## src/rtl/pulser_pkg.sv

```systemverilog
`timescale 10ns/1ps
// pulser_pkg
//   Shared definitions for the LED pulse sequencer: FSM state encoding,
//   default field widths and the nominal clock period (in 10 ns units)
//   used when simulating the ~32 MHz system clock.
package pulser_pkg;

  typedef enum logic [1:0] {
    S_IDLE = 2'd0,
    S_WAIT = 2'd1,
    S_HIGH = 2'd2,
    S_LOW  = 2'd3
  } state_e;

  localparam int DEF_CNT_W   = 24;
  localparam int DEF_BURST_W = 16;

  localparam real TB_CLK_PERIOD = 3.126;

endpackage

```

## src/rtl/pulse_down_counter.sv

```systemverilog
`timescale 10ns/1ps
// pulse_down_counter
//   Loadable unsigned down-counter that stops at zero. The sequencer
//   reloads it on every phase change and moves on when `zero` is seen.
// Ports:
//   CLK, RST  - clock, asynchronous active-high reset
//   load      - load load_val this edge (has priority over counting)
//   load_val  - value to load
//   zero      - counter currently holds 0
module pulse_down_counter
  import pulser_pkg::*;
#(
  parameter int CNT_W = DEF_CNT_W
) (
  input  logic             CLK,
  input  logic             RST,
  input  logic             load,
  input  logic [CNT_W-1:0] load_val,
  output logic             zero
);

  logic [CNT_W-1:0] cnt;

  always_ff @(posedge CLK or posedge RST) begin
    if (RST) begin
      cnt <= '0;
    end else if (load) begin
      cnt <= load_val;
    end else if (cnt != '0) begin
      cnt <= cnt - CNT_W'(1);
    end
  end

  assign zero = (cnt == '0);

endmodule

```

## src/rtl/pulse_sequencer.sv

```systemverilog
`timescale 10ns/1ps
// pulse_sequencer
//   Programmable burst controller driving the LED pin. A START in IDLE
//   latches DELAY/PERIOD/WIDTH/COUNT and plays COUNT pulses of WIDTH high
//   cycles every PERIOD cycles, the first rising edge DELAY+1 edges after
//   the accepting edge.
// Request semantics: START and ABORT are single-cycle requests sampled on
//   the rising CLK edge; there is no ready/acknowledge. START outside IDLE
//   is silently ignored, ABORT outside a burst is ignored, and ABORT beats
//   START when both arrive together.
// Ports:
//   CLK, RST                - clock, asynchronous active-high reset
//   START, ABORT            - launch / cancel a burst
//   DELAY, PERIOD, WIDTH    - timing fields (CNT_W bits, clock cycles)
//   COUNT                   - pulses per burst (BURST_W bits)
//   LED                     - registered pulse output
//   BUSY, DONE, ERR         - burst active / normal completion / rejected START
//   PULSE_IDX               - pulses started in the current or last burst
//   DBG_STATE               - current FSM state for observation
module pulse_sequencer
  import pulser_pkg::*;
#(
  parameter int CNT_W   = DEF_CNT_W,
  parameter int BURST_W = DEF_BURST_W
) (
  input  logic               CLK,
  input  logic               RST,
  input  logic               START,
  input  logic               ABORT,
  input  logic [CNT_W-1:0]   DELAY,
  input  logic [CNT_W-1:0]   PERIOD,
  input  logic [CNT_W-1:0]   WIDTH,
  input  logic [BURST_W-1:0] COUNT,
  output logic               LED,
  output logic               BUSY,
  output logic               DONE,
  output logic               ERR,
  output logic [BURST_W-1:0] PULSE_IDX,
  output state_e             DBG_STATE
);

  state_e             state;
  logic [CNT_W-1:0]   period_q;
  logic [CNT_W-1:0]   width_q;
  logic [BURST_W-1:0] count_q;

  logic               cfg_ok;
  logic               accept;
  logic               reject;
  logic               last_pulse;
  logic               zero;
  logic               ld;
  logic [CNT_W-1:0]   ld_val;

  assign cfg_ok     = (WIDTH != '0) && (WIDTH < PERIOD) && (COUNT != '0);
  assign accept     = (state == S_IDLE) && START && !ABORT && cfg_ok;
  assign reject     = (state == S_IDLE) && START && !ABORT && !cfg_ok;
  assign last_pulse = (PULSE_IDX == count_q);
  assign DBG_STATE  = state;

  // The counter holds "edges remaining minus one" for the current phase,
  // so a phase of N cycles is loaded with N-1. DELAY is already in that
  // form. Validity guarantees WIDTH>=1 and PERIOD-WIDTH>=1, so neither
  // subtraction can wrap.
  always_comb begin
    ld     = 1'b0;
    ld_val = '0;
    case (state)
      S_IDLE: begin
        ld     = accept;
        ld_val = DELAY;
      end
      S_WAIT: begin
        ld     = zero;
        ld_val = width_q - CNT_W'(1);
      end
      S_HIGH: begin
        ld     = zero;
        ld_val = period_q - width_q - CNT_W'(1);
      end
      S_LOW: begin
        ld     = zero && !last_pulse;
        ld_val = width_q - CNT_W'(1);
      end
      default: begin
        ld     = 1'b0;
        ld_val = '0;
      end
    endcase
  end

  pulse_down_counter #(
    .CNT_W(CNT_W)
  ) u_cnt (
    .CLK      (CLK),
    .RST      (RST),
    .load     (ld),
    .load_val (ld_val),
    .zero     (zero)
  );

  always_ff @(posedge CLK or posedge RST) begin
    if (RST) begin
      state     <= S_IDLE;
      LED       <= 1'b0;
      BUSY      <= 1'b0;
      DONE      <= 1'b0;
      ERR       <= 1'b0;
      PULSE_IDX <= '0;
      period_q  <= '0;
      width_q   <= '0;
      count_q   <= '0;
    end else begin
      DONE <= 1'b0;
      ERR  <= 1'b0;
      if (state != S_IDLE && ABORT) begin
        state <= S_IDLE;
        LED   <= 1'b0;
        BUSY  <= 1'b0;
      end else begin
        case (state)
          S_IDLE: begin
            if (accept) begin
              state     <= S_WAIT;
              BUSY      <= 1'b1;
              PULSE_IDX <= '0;
              period_q  <= PERIOD;
              width_q   <= WIDTH;
              count_q   <= COUNT;
            end else if (reject) begin
              ERR <= 1'b1;
            end
          end
          S_WAIT: begin
            if (zero) begin
              state     <= S_HIGH;
              LED       <= 1'b1;
              PULSE_IDX <= PULSE_IDX + BURST_W'(1);
            end
          end
          S_HIGH: begin
            if (zero) begin
              state <= S_LOW;
              LED   <= 1'b0;
            end
          end
          S_LOW: begin
            if (zero) begin
              if (last_pulse) begin
                state <= S_IDLE;
                BUSY  <= 1'b0;
                DONE  <= 1'b1;
              end else begin
                state     <= S_HIGH;
                LED       <= 1'b1;
                PULSE_IDX <= PULSE_IDX + BURST_W'(1);
              end
            end
          end
          default: begin
            state <= S_IDLE;
            LED   <= 1'b0;
            BUSY  <= 1'b0;
          end
        endcase
      end
    end
  end

endmodule

```

## config.mk

```make
export PLATFORM = sky130hd
export DESIGN_NAME = pulse_sequencer
export DESIGN_NICKNAME = d
export VERILOG_FILES = /design/src/rtl/pulser_pkg.sv /design/src/rtl/pulse_down_counter.sv /design/src/rtl/pulse_sequencer.sv
export SDC_FILE = /design/constraint.sdc
export NUM_CORES = 1
export LEC_CHECK = 0
export CAP_MARGIN = 20
export CORE_AREA = 4 4 126 128
export DETAILED_ROUTE_END_ITERATION = 16
export DIE_AREA = 0 0 130 132
export PLACE_DENSITY_LB_ADDON = 0.15
export SETUP_SLACK_MARGIN = 0.4
export SYNTH_ARGS = -nofsm -noshare
export SYNTH_HDL_FRONTEND = slang
export SYNTH_HIERARCHICAL = 1
export SYNTH_SLANG_ARGS = --single-unit
```

## constraint.sdc

```tcl
create_clock -name CLK -period 3.9 [get_ports CLK]
set_clock_uncertainty 0.05 [all_clocks]
set_input_delay 1.17 -clock CLK [delete_from_list [all_inputs] [get_ports CLK]]
set_output_delay 1.17 -clock CLK [all_outputs]
set_load 0.05 [all_outputs]
```

**Word-level counts from Yosys, hierarchy flattened**

Cells that the tools add are included.

- Memory bits (writable): 0
- Output and inout port bits: 22
- Register bits: 110
- Bits in latches: 0
- Memories: 0
- Bits in read-only memories: 0

- Eq/ne operators: 14
- Mux-type cells: 35
- Bitwise operators: 1
- Reduce and logical (&&, ||, !) cells: 28
- Magnitude comparators: 1
- $add $sub $neg: 5
- Multiply operators: 0
- Div/mod/pow operators: 0
- Shift operators: 0

Operators by type and width:

| cell | count |
|---|---|
| case mux 24 bit (3 select lines) | 1 |
| subtractor 24 x 1 -> 24 bit, second input constant | 3 |
| two-way mux 16 bit | 4 |
| two-way mux 24 bit | 2 |
| case mux 16 bit (3 select lines) | 1 |
| nonzero test 24 bit | 2 |
| logical NOT 24 bit | 1 |
| less-than comparator 24 bit | 1 |
| subtractor 24 bit | 1 |
| two-way mux 1 bit | 17 |
| adder 16 x 1 -> 16 bit, second input constant | 1 |
| == test 16 bit | 1 |
| nonzero test 16 bit | 1 |
| inequality test 3 bit, second input constant | 5 |
| two-way mux 2 bit | 6 |
| logical AND 1 bit | 8 |
| inequality test 2 bit, second input constant | 4 |
| case mux 2 bit (4 select lines) | 1 |
| AND reduction 4 bit | 2 |
| case mux 1 bit (3 select lines) | 2 |
| AND reduction 6 bit | 1 |
| nonzero test 3 bit | 2 |
| AND reduction 5 bit | 1 |
| == test 2 bit, second input constant | 2 |
| 10 further kinds | 14 |

**Depth between registers and ports, before layout**

Gate-level depths: netlist of run 1.

- Word-level depth: 9
- Gate-level depth with buffers: 16

**By module**

The synthesis of run 1 kept the hierarchy.

Modules (own cells, without submodules):

| module | cells each | instances | area an instance (µm²) |
|---|---|---|---|
| pulse_sequencer | 737 | 1 | 6,578.8 |
| pulse_down_counter | 178 | 1 | 1,581.5 |

**Worst setup path before layout of run 1**

No wires, ideal clock.

- Kind: input to register
- Start point: input port PERIOD[13]
- End point: register u_cnt.cnt[20]
- Library setup time: 0.065 ns
- Arrival time: 3.735 ns
- Required time: 3.785 ns
- Slack: 0.049 ns
- Stages: 14
- Path through: inv_1 -> ha_1 -> a21oi_1 -> o21bai_1 -> a211o_1 -> nor2_1 -> o211ai_2 -> a31oi_4 -> nand2_2 -> buf_6 -> o31ai_1 -> clkbuf_1 -> clkbuf_1 -> o221a_2

- Cells in the longest elaborated chain, start to end: 6

Ends and longest elaborated chain:

| what | RTL line | RTL |
|---|---|---|
| start: declaration | pulse_sequencer.sv:31 | `input logic [CNT_W-1:0] PERIOD,` |
| less-than comparator 24 bit (*) | pulse_sequencer.sv:55 | `assign cfg_ok = (WIDTH != '0) && (WIDTH < PERIOD) && (COUNT != '0);` |
| logical AND 1 bit (*) (2 in series) | pulse_sequencer.sv:55 |  |
| logical AND 1 bit (*) | pulse_sequencer.sv:56 | `assign accept = (state == S_IDLE) && START && !ABORT && cfg_ok;` |
| case mux 1 bit (3 select lines) (*) | pulse_sequencer.sv:68 | `case (state)` |
| net ld | pulse_sequencer.sv:52 | `logic ld;` |
| two-way mux 24 bit / nonzero test 2 bit (equally long branches) | n/a |  |
| end signal: assignment | pulse_down_counter.sv:28 | `cnt <= load_val;` |
| end signal: assignment | pulse_down_counter.sv:30 | `cnt <= cnt - CNT_W'(1);` |
| end: declaration | pulse_down_counter.sv:22 | `logic [CNT_W-1:0] cnt;` |

Mark *: on every way through the listed nets, which the timed path passes. The rest lies on a longest branch.
A chain may end at the register's enable or synchronous reset.

**Final worst setup path of run 1**

- Start point: input port WIDTH[3]
- End point: register u_cnt.cnt[8]

- Cells in the longest elaborated chain, start to end: 6

Ends and longest elaborated chain:

| what | RTL line | RTL |
|---|---|---|
| start: declaration | pulse_sequencer.sv:32 | `input logic [CNT_W-1:0] WIDTH,` |
| less-than comparator 24 bit / nonzero test 24 bit (equally long branches) | pulse_sequencer.sv:55 |  |
| logical AND 1 bit (*) (2 in series) | pulse_sequencer.sv:55 |  |
| logical AND 1 bit (*) | pulse_sequencer.sv:56 |  |
| case mux 1 bit (3 select lines) (*) | pulse_sequencer.sv:68 |  |
| net ld | pulse_sequencer.sv:52 |  |
| two-way mux 24 bit / nonzero test 2 bit (equally long branches) | n/a |  |

Marks and branches as above.

==> impl_metrics.tcl, run 1 <==
set metrics [dict create \
    synth-edff-count 0 \
    synth_warnings 6 \
    postLayoutCoreUtil 0.703 \
    port_buffers 113 \
    synth.ff_latch_count 110 \
    ys_types 76 \
    grt_setup_unrepaired "yes" \
    cts_root_buf "clkbuf_16" \
    internal_power_mw 4.20 \
    rows 45 \
    dpl.hpwl_um 18500 \
    met3_usage 0.0527 \
    hold_end "period_q[0]" \
    r2r_start "width_q[0]" \
    die_w_um 130 \
    finalCritPeriodShare 0.888 \
    crit_fanout 19 \
    clock_path_buffers 2 \
    io_pins 114 \
    timing.hold.ws_ns 0.458 \
    status "finished, final reports clean" \
    globalplace.congestion 0.944 \
    vdd_drop_max_mv 0.423 \
    crit_chain "clkdlybuf4s50_1 -> ha_1 -> nor2_2 -> o31a_1 -> o211ai_4 -> a31oi_4 -> nand2_4 -> o31ai_4 -> buf_6 -> and2_1 -> a31oi_1 -> o41ai_1" \
    final_nets 1209 \
    r2r_slack_ns 0.59 \
    total_power_mw 7.87 \
    yosysSeqAreaShare 0.337 \
    track_usage 0.281 \
    clkTransAtPathRegs_ns 0.07 \
    max-slew-margin-rel 0.298 \
    seqPwrFrac 0.270 \
    crit_buf_inv 2 \
    cts-buffers-inserted 9 \
    cts_hold_buf 0 \
    die_area_sq_mm 0.0172 \
    worstHoldPathType "flop to flop" \
    finalCriticalPeriod_ns 3.46 \
    grt_pass1_wl_um 38200 \
    critPathLaunchType "input pin" \
    cts_tree "yes" \
    postSynthAreaPerCell_sq_um 8.92 \
    critPathTopFamily "compound AO/OA/AOI/OAI gates" \
    synth_common_cells "dfrtp_1, inv_1, o21ai_0, nand2_1, ha_1" \
    path_class "input pin to flop" \
    fillers 1179 \
    synth_top_cell_area_share 0.337 \
    slew_violations 0 \
    hold_viol_final 0 \
    max_stage_delay_ns 0.54 \
    die_h_um 132 \
    yosysMostFrequentCell "dfrtp_1" \
    n_antenna_cell 0 \
    grt_max_degree 60 \
    antenna_found_initial 1 \
    drtIter0Drc 731 \
    grt-busiest-layer "met2" \
    design_area_sq_mm 0.0105 \
    min_from "period_q[0]" \
    seq_area_sq_mm 0.00275 \
    synth_top_cell_by_area "dfrtp_1" \
    wl_per_cell_um 19.4 \
    cpMaxStageDelayCell "clkdlybuf4s50_1" \
    drcViolationCount 0 \
    drive_gt1_frac 0.145 \
    clkSinkCount 110 \
    critical_path_required_ns 4.08 \
    dpl_cell_area_sq_mm 0.00982 \
    ant_nets 0 \
    startpoint "WIDTH[3]" \
    p_sw_mw 3.68 \
    cts_htree_levels 3 \
    synth_nets 1063 \
    vias 7697 \
    start_util 0.549 \
    area_growth_pct 28.1 \
    syn_inst 915 \
    vias_per_cell 6.14 \
    crit_arrival_ns 3.64 \
    grt-ovfl-total 0 \
    clk_latency_ns 0.36 \
    finalSetupViolations 0 \
    synth_area_sq_mm 0.00816 \
    clkPwrFrac 0.121 \
    cp-end-kind "flop" \
    synth.area.top_cells "dfrtp_1, ha_1, o21ai_0" \
    power.density_mw_per_mm2 753 \
    worstHoldPathCells 1 \
    coreArea_sq_mm 0.0149 \
    ys.flop_type "dfrtp_1" \
    multi_input_area_sq_mm 0.00520 \
    reg2reg_depth 13 \
    fmax_ghz 0.289 \
    p_leak_nw 4.43 \
    routed_wl_um 24300 \
    drv_cap 0 \
    worst_pin_slew_ns 1.05 \
    grt_pass1_vias 7346 \
    p_sw_frac 0.467 \
    fin_setup_tns_ns 0 \
    pwr-share-comb 0.609 \
    worstReg2RegEnd "u_cnt/cnt[18]" \
    drt_first_pass_iters 5 \
    grt_use_met1 0.391 \
    async_reset_ff_frac 1.00 \
    use_met2 0.443 \
]
==> worst reg2reg max path: cells and delay by family, from the launching register on <==
family	cells	cell delay, ns
xor+xnor	1	0.11
buf+inv	2	0.22
fa+ha+maj	2	0.64
flops	1	0.39
compound gates	8	1.80
==> timing repair <==
action,4_1_cts,5_1_grt
pin swaps,18,15
setup buffers,4,3
setup endpoints to repair,107,64
resized for setup,59,34
==> flip-flops by register name (all words and copies together), names as in the netlist, 2 cells and up <==
register and count:
period_q 24, count_q 16, DBG_STATE 2, width_q 24, PULSE_IDX 16, u_cnt/cnt 24
==> metal layers <==
layer	wire (um)	vias up
met5	13	-
met4	769	2
met3	1550	48
met2	11500	288
met1	10500	3696
li1	-	3663
==> placed cells by master (no fill, tap or decap), types with 26 or more instances in the layout <==
master | synthesis | final
xnor2_1 | 37 | 37
clkdlybuf4s50_1 | 0 | 83
nand3_1 | 46 | 46
buf_4 | 0 | 44
inv_1 | 79 | 69
mux2_1 | 26 | 26
nor4_1 | 30 | 29
ha_1 | 55 | 43
nor3_1 | 30 | 30
nand2_1 | 57 | 57
nor2_1 | 44 | 40
a21oi_1 | 38 | 33
o21ai_0 | 70 | 66
dfrtp_1 | 110 | 110
==> power by group through the flow <==
stage	clock [mW]	combinational [mW]	sequential [mW]
4_1_cts	0.958	4.61	2.11
5_1_grt	1.01	5.26	2.18
2_1_floorplan	0	3.31	2.08
6_report	0.953	4.80	2.12
3_5_place_dp	0	4.54	2.13
3_3_place_gp	0	4.52	2.11
==> stage by stage <==
stage | worst slack [ns] | instances
2_1_floorplan | 0.396 | 915
3_3_place_gp | -0.255 | 1231
3_5_place_dp | -0.285 | 1231
4_1_cts | 0.402 | 1251
5_1_grt | 0.348 | 1254
6_report | 0.438 | 1254
==> cell type report <==
type / instances / share of cell area
Clock buffer: 12 / 0.0236
Clock inverter: 4 / 0.00515
Inverter: 80 / 0.0291
Multi-Input combinational cell: 687 / 0.497
Sequential cell: 110 / 0.263
Tap cell: 188 / 0.0225
Timing Repair Buffer: 173 / 0.159
==> worst max path at each step <==
stage                    endpoint  slack, ns  depth (start not counted)
finish               u_cnt/cnt[8]       0.44                         12
global route        u_cnt/cnt[21]       0.35                         12
detailed placement  u_cnt/cnt[22]      -0.28                         14
CTS                 u_cnt/cnt[17]       0.40                         14
global placement     u_cnt/cnt[3]      -0.26                         15
floorplan           u_cnt/cnt[12]       0.40                         14
==> kinds of logic (layout without fill, tap and decap cells) <==
logic type / count (synthesis) / in the layout / synth area share
adders and majority gates: 56 / 56 / 0.0868
and+or+nand+nor: 274 / 274 / 0.180
AOI/OAI and AO/OA: 249 / 249 / 0.208
xor gates and xnor gates: 61 / 61 / 0.0655
buffers and inverters: 118 / 269 / 0.0586
DFF: 110 / 110 / 0.337
muxes: 47 / 47 / 0.0641
Note: power is estimated with default switching activity, not from simulation.
==> run 2: changes to the inputs <==
Settings changed: GPL_ROUTABILITY_DRIVEN from default to 0.
==> impl_metrics.tcl, run 2 (synthesis results as in run 1) <==
set metrics [dict create \
    die_area_sq_mm 0.0172 \
    p_sw_mw 3.72 \
    coreArea_sq_mm 0.0149 \
    layout.cells.most_common "dfrtp_1" \
    die_w_um 130 \
    clock_path_buffers 2 \
    path_class "input pin to flop" \
    final_nets 1230 \
    seq_area_sq_mm 0.00275 \
    multi_input_area_sq_mm 0.00524 \
    drive_gt1_frac 0.179 \
    cts_htree_levels 3 \
    n_antenna_cell 0 \
    hold_viol_final 0 \
    grt_pass1_vias 7499 \
    dp.cells 1235 \
    crit_buf_inv 7 \
    start_util 0.549 \
    dpl.hpwl_um 18200 \
    worst_pin_slew_ns 0.954 \
    fillers 1102 \
    routed_wl_um 24800 \
    port_buffers 113 \
    cpMaxStageDelayCell "clkdlybuf4s50_1" \
    worstHoldPathType "flop to flop" \
    drtIter0Drc 629 \
    grt_max_degree 51 \
    finalCritPeriodShare 0.894 \
    slew_violations 0 \
    finalSetupViolations 0 \
    vdd_drop_max_mv 0.409 \
    cts_tree "yes" \
    finalCriticalPeriod_ns 3.49 \
    cp-end-kind "flop" \
    internal_power_mw 4.14 \
    cts-buffers-inserted 9 \
    mostFrequentLayoutCells "dfrtp_1, clkdlybuf4s50_1, inv_1, o21ai_0, buf_4" \
    vias_per_cell 6.22 \
    max_stage_delay_ns 0.47 \
    clkTransAtPathRegs_ns 0.08 \
    clkPwrFrac 0.115 \
    critPathLaunchType "input pin" \
    critPathTopFamily "buffers and inverters" \
    grt_setup_unrepaired "no" \
    ant_nets 0 \
    pwr-share-comb 0.615 \
    rows 45 \
    vias 7931 \
    clkSinkCount 110 \
    top_regs "period_q (24), u_cnt/cnt (24), width_q (24)" \
    grt-ovfl-total 0 \
    crit_arrival_ns 3.69 \
    finalNonFillerCells 1275 \
    status "finished, final reports clean" \
    critical_path_required_ns 4.10 \
    worst_path_most_repeated_cell "buf_4" \
    postLayoutCoreUtil 0.723 \
    antenna_found_initial 0 \
    drcViolationCount 0 \
    drt_first_pass_iters 8 \
    fmax_ghz 0.287 \
    area_growth_pct 31.7 \
    wl_per_cell_um 19.5 \
    cts_root_buf "clkbuf_16" \
    max-slew-margin-rel 0.363 \
    track_usage 0.277 \
    p_leak_nw 4.68 \
    grt_pass1_wl_um 38100 \
    crit_chain "clkdlybuf4s50_1 -> buf_4 -> nor4_1 -> nand4_1 -> o211ai_1 -> buf_4 -> a31oi_4 -> buf_6 -> and2_4 -> buf_12 -> buf_12 -> buf_4 -> a221o_1" \
    p_sw_frac 0.473 \
    drv_cap 0 \
    crit_fanout 5 \
    seqPwrFrac 0.270 \
    die_h_um 132 \
    clk_latency_ns 0.36 \
    io_pins 114 \
    power.density_mw_per_mm2 732 \
]
==> run 2: metrics by stage <==
stage / hold slack, ns / area (sq um) / worst slack [ns] / power (mW) / TNS, ns
after floorplan: 0.415 / 8220 / 0.396 / 5.39 / 0
after global placement: 0.430 / 9870 / -0.204 / 6.56 / -9.92
after detailed placement: 0.440 / 9870 / -0.302 / 6.63 / -13.45
after CTS: 0.456 / 10300 / 0.405 / 7.60 / 0
after global routing: 0.476 / 10700 / 0.373 / 8.41 / 0
final: 0.455 / 10700 / 0.415 / 7.87 / 0
==> run 2: what timing repair did <==
item                                    4_1_cts  5_1_grt
gates cloned                                  0        4
endpoints found under the setup margin      102       68
setup buffers                                 4       16
resized for setup                            47       83
pin swaps                                    13       23
hold buffers                                  0        0
==> run 2: layer usage <==
| metal | GRT usage | vias to the layer above | routed length, um | part of all wire |
|---|---|---|---|---|
| li1 | - | 3722 | - | - |
| met1 | 0.380 | 3795 | 10700 | 0.43 |
| met2 | 0.439 | 336 | 11600 | 0.47 |
| met3 | 0.0434 | 78 | 1520 | 0.061 |
| met4 | 0.109 | 0 | 1010 | 0.041 |
| met5 | 0 | - | 0 | 0 |
==> run 2: layout make-up <==
class                           count  share of cell area
Clock buffer                        9              0.0210
Clock inverter                      7             0.00512
Inverter                           80              0.0281
Multi-Input combinational cell    687               0.487
Sequential cell                   110               0.256
Tap cell                          188              0.0219
Timing Repair Buffer              194               0.180
==> run 2: path summary, 6_finish.rpt <==
path / startpoint / end / slack, ns / cells past startpoint
min reg2reg: period_q[22] / period_q[22] / 0.45 / 1
max in group asynchronous: RST / u_cnt/cnt[18] / 1.88 / 2
min in group asynchronous: RST / LED / 1.20 / 2
min: period_q[22] / period_q[22] / 0.45 / 1
max: WIDTH[21] / BUSY / 0.41 / 13
max reg2reg: width_q[0] / u_cnt/cnt[18] / 0.57 / 14
==> run 2: power groups by stage <==
| stage | Combinational (mW) | Sequential (mW) | Clock [mW] |
|---|---|---|---|
| 2_1_floorplan | 3.31 | 2.08 | 0 |
| 3_3_place_gp | 4.45 | 2.11 | 0 |
| 3_5_place_dp | 4.51 | 2.13 | 0 |
| 4_1_cts | 4.58 | 2.11 | 0.912 |
| 5_1_grt | 5.26 | 2.19 | 0.961 |
| 6_report | 4.84 | 2.12 | 0.906 |
